### config.mk
export PLATFORM = sky130hd
export DESIGN_NAME = seven_segment_mux
export DESIGN_NICKNAME = d
export VERILOG_FILES = /design/src/rtl/seven_seg_pkg.sv /design/src/rtl/bcd_seq_converter.sv /design/src/rtl/seven_segment_mux.sv
export SDC_FILE = /design/constraint.sdc
export NUM_CORES = 1
export LEC_CHECK = 0
export CORE_UTILIZATION = 50
export CTS_CLUSTER_DIAMETER = 80
export DETAILED_ROUTE_END_ITERATION = 12
export GPL_ROUTABILITY_DRIVEN = 0
export GPL_TIMING_DRIVEN = 1
export PLACE_DENSITY = 0.7
export SYNTH_ARGS = -nofsm -noshare
export SYNTH_HDL_FRONTEND = slang
export SYNTH_SLANG_ARGS = --single-unit
export TNS_END_PERCENT = 10
### constraint.sdc
create_clock -name clk -period 3 [get_ports clk]
set_clock_uncertainty 0.05 [all_clocks]
set_input_delay 0.45 -clock clk [delete_from_list [all_inputs] [get_ports clk]]
set_output_delay 0.45 -clock clk [all_outputs]
set_load 0.03 [all_outputs]
### src/rtl/seven_seg_pkg.sv
// Shared segment codes, BCD-to-segment decode and converter state encoding
// for the multiplexed seven-segment display path.
package seven_seg_pkg;

  localparam int unsigned SEG_W = 7;
  localparam int unsigned NIB_W = 4;

  // Active-low, bit order g f e d c b a
  localparam logic [SEG_W-1:0] SEG_0     = 7'b1000000;
  localparam logic [SEG_W-1:0] SEG_1     = 7'b1111001;
  localparam logic [SEG_W-1:0] SEG_2     = 7'b0100100;
  localparam logic [SEG_W-1:0] SEG_3     = 7'b0110000;
  localparam logic [SEG_W-1:0] SEG_4     = 7'b0011001;
  localparam logic [SEG_W-1:0] SEG_5     = 7'b0010010;
  localparam logic [SEG_W-1:0] SEG_6     = 7'b0000010;
  localparam logic [SEG_W-1:0] SEG_7     = 7'b1111000;
  localparam logic [SEG_W-1:0] SEG_8     = 7'b0000000;
  localparam logic [SEG_W-1:0] SEG_9     = 7'b0010000;
  localparam logic [SEG_W-1:0] SEG_DASH  = 7'b0111111;
  localparam logic [SEG_W-1:0] SEG_BLANK = 7'b1111111;

  typedef enum logic [1:0] {
    CONV_IDLE   = 2'd0,
    CONV_SHIFT  = 2'd1,
    CONV_COMMIT = 2'd2
  } conv_state_e;

  function automatic logic [SEG_W-1:0] bcd_to_seg(input logic [NIB_W-1:0] nib);
    logic [SEG_W-1:0] code;
    case (nib)
      4'd0:    code = SEG_0;
      4'd1:    code = SEG_1;
      4'd2:    code = SEG_2;
      4'd3:    code = SEG_3;
      4'd4:    code = SEG_4;
      4'd5:    code = SEG_5;
      4'd6:    code = SEG_6;
      4'd7:    code = SEG_7;
      4'd8:    code = SEG_8;
      4'd9:    code = SEG_9;
      default: code = SEG_BLANK;
    endcase
    return code;
  endfunction

  // 10^n, wide enough for the full digit range
  function automatic logic [63:0] pow10(input int unsigned n);
    logic [63:0] p;
    p = 64'd1;
    for (int unsigned i = 0; i < n; i++) begin
      p = p * 64'd10;
    end
    return p;
  endfunction

endpackage

### src/rtl/bcd_seq_converter.sv
// Sequential double-dabble binary-to-BCD converter with valid/ready input;
// publishes digits and overflow flag on commit.
module bcd_seq_converter
  import seven_seg_pkg::*;
#(
  parameter int unsigned DATA_W     = 14,
  parameter int unsigned NUM_DIGITS = 4
) (
  input  logic                        clk,
  input  logic                        rst,
  input  logic                        in_valid,
  output logic                        in_ready,
  input  logic [DATA_W-1:0]           in_data,
  output logic [NIB_W*NUM_DIGITS-1:0] digits,
  output logic                        ovf
);

  localparam int unsigned BCD_W     = NIB_W * NUM_DIGITS;
  localparam int unsigned CNT_W     = $clog2(DATA_W + 1);
  localparam logic [63:0] OVF_LIMIT = pow10(NUM_DIGITS);

  conv_state_e        r_state, w_state_nxt;
  logic [DATA_W-1:0]  r_bin, w_bin_nxt;
  logic [BCD_W-1:0]   r_bcd, w_bcd_nxt, w_bcd_adj;
  logic [CNT_W-1:0]   r_cnt, w_cnt_nxt;
  logic               r_pend_ovf, w_pend_ovf_nxt;
  logic [BCD_W-1:0]   r_digits, w_digits_nxt;
  logic               r_ovf, w_ovf_nxt;
  logic               r_in_ready;

  // Add-3 correction on every nibble that would exceed 9 after the shift
  always_comb begin
    w_bcd_adj = r_bcd;
    for (int unsigned i = 0; i < NUM_DIGITS; i++) begin
      if (r_bcd[i*NIB_W +: NIB_W] >= 4'd5) begin
        w_bcd_adj[i*NIB_W +: NIB_W] = r_bcd[i*NIB_W +: NIB_W] + 4'd3;
      end
    end
  end

  always_comb begin
    w_state_nxt    = r_state;
    w_bin_nxt      = r_bin;
    w_bcd_nxt      = r_bcd;
    w_cnt_nxt      = r_cnt;
    w_pend_ovf_nxt = r_pend_ovf;
    w_digits_nxt   = r_digits;
    w_ovf_nxt      = r_ovf;
    case (r_state)
      CONV_IDLE: begin
        if (in_valid) begin
          w_bin_nxt      = in_data;
          w_bcd_nxt      = '0;
          w_cnt_nxt      = CNT_W'(DATA_W);
          w_pend_ovf_nxt = (64'(in_data) >= OVF_LIMIT);
          w_state_nxt    = CONV_SHIFT;
        end
      end
      CONV_SHIFT: begin
        w_bcd_nxt = {w_bcd_adj[BCD_W-2:0], r_bin[DATA_W-1]};
        w_bin_nxt = r_bin << 1;
        w_cnt_nxt = r_cnt - CNT_W'(1);
        if (r_cnt == CNT_W'(1)) begin
          w_state_nxt = CONV_COMMIT;
        end
      end
      CONV_COMMIT: begin
        w_digits_nxt = r_bcd;
        w_ovf_nxt    = r_pend_ovf;
        w_state_nxt  = CONV_IDLE;
      end
      default: begin
        w_state_nxt = CONV_IDLE;
      end
    endcase
  end

  always_ff @(posedge clk) begin
    if (rst) begin
      r_state    <= CONV_IDLE;
      r_bin      <= '0;
      r_bcd      <= '0;
      r_cnt      <= '0;
      r_pend_ovf <= 1'b0;
      r_digits   <= '0;
      r_ovf      <= 1'b0;
      r_in_ready <= 1'b1;
    end else begin
      r_state    <= w_state_nxt;
      r_bin      <= w_bin_nxt;
      r_bcd      <= w_bcd_nxt;
      r_cnt      <= w_cnt_nxt;
      r_pend_ovf <= w_pend_ovf_nxt;
      r_digits   <= w_digits_nxt;
      r_ovf      <= w_ovf_nxt;
      r_in_ready <= (w_state_nxt == CONV_IDLE);
    end
  end

  assign in_ready = r_in_ready;
  assign digits   = r_digits;
  assign ovf      = r_ovf;

endmodule

### src/rtl/seven_segment_mux.sv
// Multi-digit seven-segment driver: binary in, BCD conversion, time-multiplexed
// active-low segment bus with leading-zero blanking and overflow dashes.
module seven_segment_mux
  import seven_seg_pkg::*;
#(
  parameter int unsigned NUM_DIGITS  = 4,
  parameter int unsigned DATA_W      = 14,
  parameter int unsigned REFRESH_DIV = 50000,
  parameter int unsigned BLANK_LZ    = 1
) (
  input  logic                  clk,
  input  logic                  rst,
  input  logic                  in_valid,
  output logic                  in_ready,
  input  logic [DATA_W-1:0]     in_data,
  output logic [SEG_W-1:0]      seg,
  output logic [NUM_DIGITS-1:0] an,
  output logic                  ovf
);

  localparam int unsigned BCD_W   = NIB_W * NUM_DIGITS;
  localparam int unsigned PRESC_W = (REFRESH_DIV > 1) ? $clog2(REFRESH_DIV) : 1;
  localparam int unsigned IDX_W   = (NUM_DIGITS > 1) ? $clog2(NUM_DIGITS) : 1;
  localparam logic [PRESC_W-1:0] PRESC_MAX = PRESC_W'(REFRESH_DIV - 1);
  localparam logic [IDX_W-1:0]   IDX_MAX   = IDX_W'(NUM_DIGITS - 1);

  logic [BCD_W-1:0]      w_digits;
  logic                  w_ovf;
  logic [PRESC_W-1:0]    r_presc;
  logic [IDX_W-1:0]      r_idx;
  logic                  w_wrap;
  logic [NUM_DIGITS-1:0] w_upper_zero;
  logic [NIB_W-1:0]      w_cur_nib;
  logic                  w_cur_blank;
  logic [SEG_W-1:0]      w_seg_nxt;
  logic [NUM_DIGITS-1:0] w_an_nxt;
  logic [SEG_W-1:0]      r_seg;
  logic [NUM_DIGITS-1:0] r_an;

  bcd_seq_converter #(
    .DATA_W     (DATA_W),
    .NUM_DIGITS (NUM_DIGITS)
  ) u_conv (
    .clk      (clk),
    .rst      (rst),
    .in_valid (in_valid),
    .in_ready (in_ready),
    .in_data  (in_data),
    .digits   (w_digits),
    .ovf      (w_ovf)
  );

  assign w_wrap = (r_presc == PRESC_MAX);

  // Free-running scan, independent of conversions
  always_ff @(posedge clk) begin
    if (rst) begin
      r_presc <= '0;
      r_idx   <= '0;
    end else begin
      r_presc <= w_wrap ? '0 : r_presc + PRESC_W'(1);
      if (w_wrap) begin
        r_idx <= (r_idx == IDX_MAX) ? '0 : r_idx + IDX_W'(1);
      end
    end
  end

  // w_upper_zero[i]: digits i..NUM_DIGITS-1 are all zero
  always_comb begin
    w_upper_zero = '0;
    w_upper_zero[NUM_DIGITS-1] = (w_digits[(NUM_DIGITS-1)*NIB_W +: NIB_W] == 4'd0);
    for (int i = int'(NUM_DIGITS) - 2; i >= 0; i--) begin
      w_upper_zero[i] = w_upper_zero[i+1] && (w_digits[i*NIB_W +: NIB_W] == 4'd0);
    end
  end

  always_comb begin
    w_cur_nib   = '0;
    w_cur_blank = 1'b0;
    for (int unsigned i = 0; i < NUM_DIGITS; i++) begin
      if (IDX_W'(i) == r_idx) begin
        w_cur_nib   = w_digits[i*NIB_W +: NIB_W];
        w_cur_blank = (BLANK_LZ != 0) && (i != 0) && !w_ovf && w_upper_zero[i];
      end
    end
    if (w_ovf) begin
      w_seg_nxt = SEG_DASH;
    end else if (w_cur_blank) begin
      w_seg_nxt = SEG_BLANK;
    end else begin
      w_seg_nxt = bcd_to_seg(w_cur_nib);
    end
    w_an_nxt = ~(NUM_DIGITS'(1) << r_idx);
  end

  always_ff @(posedge clk) begin
    if (rst) begin
      r_seg <= SEG_BLANK;
      r_an  <= '1;
    end else begin
      r_seg <= w_seg_nxt;
      r_an  <= w_an_nxt;
    end
  end

  assign seg = r_seg;
  assign an  = r_an;
  assign ovf = w_ovf;

endmodule

==> results.sh <==
export IMPL_outcome="complete, no violations"
export IMPL_post_route_min_period_ns=2.46
export IMPL_path_max_fanout=10
export IMPL_cts_sinks=84
export IMPL_wirelength_um=7740
export IMPL_crit_type="reg2reg"
export IMPL_synth_commonest_cells="dfxtp_1 (84), nand2_1 (78), nor2_1 (51)"
export IMPL_first_pass_iters=4
export IMPL_cts_path_max_buffers=2
export IMPL_setup_viol=0
export IMPL_numCtsBuffers=9
export IMPL_crit_arrival_ns=2.63
export IMPL_cp_start_kind="flip-flop"
export IMPL_syn2layout_area_growth_pct=15.1
export IMPL_design_core_area_um2=7410
export IMPL_place_ws_ns=0.581
export IMPL_io_buffers=29
export IMPL_synth_yosys_seq_area_share_pct=43.1
export IMPL_rows=31
export IMPL_ctsHoldBuffers=0
export IMPL_drc=0
export IMPL_ios=30
export IMPL_slew_headroom_pct=56.0
export IMPL_drv_cap=0
export IMPL_required_ns=3.17
export IMPL_switching_share_pct=23.3
export IMPL_cts_setup_buffers=0
export IMPL_first_global_vias=2992
export IMPL_antenna_found_initial=0
export IMPL_h_tree_depth=3
export IMPL_drt_wirelength_per_cell_um=13.2
export IMPL_grt_first_pass_wirelength_um=13500
export IMPL_num_antenna_cells=0
export IMPL_initial_utilization_pct=52.6
export IMPL_synth_most_common_cell="dfxtp_1"
export IMPL_dpl_instance_area_um2=4260
export IMPL_crit_family="adder cells"
export IMPL_yosysTopAreaCellShare_pct=43.1
export IMPL_p_comb_share_pct=8.1
export IMPL_setup_tns_ns=0
export IMPL_path_cells="inv_1 -> ha_1 -> nand3b_1 -> a221oi_4 -> inv_1 -> ha_1 -> mux2_4 -> nor2_2 -> o21ai_1"
export IMPL_fillers=672
export IMPL_synth_edff_count=0
export IMPL_synth_area_top_cells="dfxtp_1 (43%), nand2_1 (7.5%), ha_1 (6.4%)"
export IMPL_dp_hpwl_um=5470
export IMPL_grt_max_degree=54
export IMPL_grt_usage_pct=20.2
export IMPL_seq_power_share_pct=52.3
export IMPL_dr_total_vias=3139
export IMPL_synthDistinctLibCells=52
export IMPL_tritoncts="done"
export IMPL_fin_nets=520
export IMPL_syn_inst=456
export IMPL_drv_slew=0
export IMPL_hp_class="in2reg"
export IMPL_root_buffer="clkbuf_8"
export IMPL_yosys_most_used_dff="dfxtp_1"
export IMPL_ys_ff_latch=84
export IMPL_power_density_nw_per_um2=499
export IMPL_timing_final_ws_setup_ns=0.539
export IMPL_cellLeakagePower_nw=1.65
export IMPL_syn_num_nets=493
export IMPL_fmax_ghz=0.406
export IMPL_drt_initial_drc_count=106
export IMPL_clockPowerShare_pct=39.6
export IMPL_cp_end_kind="flip-flop"
export IMPL_viasPerCell=5.35
export IMPL_synth_avg_cell_area_um2=8.55
export IMPL_dieArea_um2=8150
export IMPL_die_w_um=90.3
export IMPL_post_cts_resized=0
export IMPL_synth_async_sr_flop_share_pct=0
export IMPL_p_sw_mw=0.521
export IMPL_period_share_pct=82.0
export IMPL_ir_worst_vdd_v=0.000325
export IMPL_cpPeakStageDelay_ns=0.41
export IMPL_netlist_area_um2=3900
export IMPL_hold_viol=0
export IMPL_clk_latency_ns=0.35
export IMPL_p_int_mw=1.72
export IMPL_worstMarginPinSlew_ns=0.656
export IMPL_globalRoute_totalOverflow=0
export IMPL_critPathBufInv=2
export IMPL_yosysWarnings=0
export IMPL_drive_gt1_share_pct=6.76
export IMPL_synth_area_leader_cell="dfxtp_1"
export IMPL_clk_pin_slew_ns=0.08
export IMPL_final_cell_area_um2=4490
export IMPL_slowest_stage="a221oi_4"
export IMPL_rsz0062_at_grt="false"
export IMPL_die_h_um=90.3
export IMPL_fin_util_pct=60.6
export IMPL_ant_nets=0
==> sequential cells by signal, indices dropped and copies added, names as in the netlist <==
name	count
u_conv.r_pend_ovf	1
an	4
u_conv.r_bin	14
u_conv.digits	16
u_conv.ovf	1
seg	7
u_conv.r_state	2
r_idx	2
u_conv.in_ready	1
u_conv.r_cnt	4
r_presc	16
u_conv.r_bcd	16
==> cell usage in the layout, fill, tap and decap left out, drive strengths merged, types with 8 or more instances in the layout <==
cell type / count
xor2: 10
o21ai: 14
dfxtp: 84
clkbuf: 11
ha: 20
a311oi: 11
a21oi: 32
nor2: 52
inv: 24
buf: 8
clkdlybuf4s50: 28
nand2: 78
xnor2: 13
nand3: 13
==> layout make-up <==
class / count / area (um^2) / area share (%)
multi-input combinational: 328 / 2030 / 45.2
sequential: 84 / 1680 / 37.5
timing repair buffer: 36 / 338 / 7.53
clock buffer: 11 / 141 / 3.15
tap: 99 / 124 / 2.76
inverter: 24 / 90.1 / 2.01
clock inverter: 5 / 82.6 / 1.84
==> power by group through the flow <==
stage | registers [mW] | logic [mW] | clock network [mW]
6_report | 1.17 | 0.181 | 0.887
2_1_floorplan | 1.21 | 0.106 | 0
3_3_place_gp | 1.20 | 0.178 | 0
5_1_grt | 1.18 | 0.202 | 0.958
3_5_place_dp | 1.20 | 0.181 | 0
4_1_cts | 1.17 | 0.181 | 0.916
==> metal layers <==
layer	GRT usage, %	routed length [um]	vias to the layer above
li1	-	-	1638
met1	27.1	3900	1435
met2	31.9	3440	58
met3	5.39	317	8
met4	6.05	87	0
met5	0	0	-
==> final timing paths <==
kind | start | end | slack (ns) | cells after the start
setup / recovery | r_idx[1]$_SDFFE_PP0P_ | seg[3]$_SDFF_PP1_ | 0.54 | 9
hold / removal | rst | r_presc[2]$_SDFF_PP0_ | 0.31 | 2
hold reg to reg | u_conv.digits[14]$_SDFFE_PP0N_ | u_conv.digits[14]$_SDFFE_PP0N_ | 0.41 | 2
setup reg to reg | r_idx[1]$_SDFFE_PP0P_ | seg[3]$_SDFF_PP1_ | 0.54 | 9
==> worst reg2reg max path, stage by stage, from the launching register on <==
cell and delay, ns:
dfxtp_1 0.38, inv_1 0.09, ha_1 0.31, nand3b_1 0.25
a221oi_4 0.42, inv_1 0.15, ha_1 0.23, mux2_4 0.27
nor2_2 0.11, o21ai_1 0.08
==> kinds of logic after synthesis <==
family	count (synthesis)	share of synthesized area, %
buf+inv	44	4.81
xor+xnor	23	5.17
mux	5	1.41
compound gates	93	16.9
flops	84	43.1
fa+ha+maj	20	6.42
simple gates	187	22.1
==> stage by stage <==
stage | power [mW] | hold WS, ns | instances
after floorplan | 1.31 | 0.363 | 456
after global placement | 1.38 | 0.376 | 571
after detailed placement | 1.38 | 0.398 | 571
after CTS | 2.27 | 0.296 | 587
after global routing | 2.34 | 0.296 | 587
final | 2.24 | 0.315 | 587
Note: power is estimated with default switching activity, not from simulation.
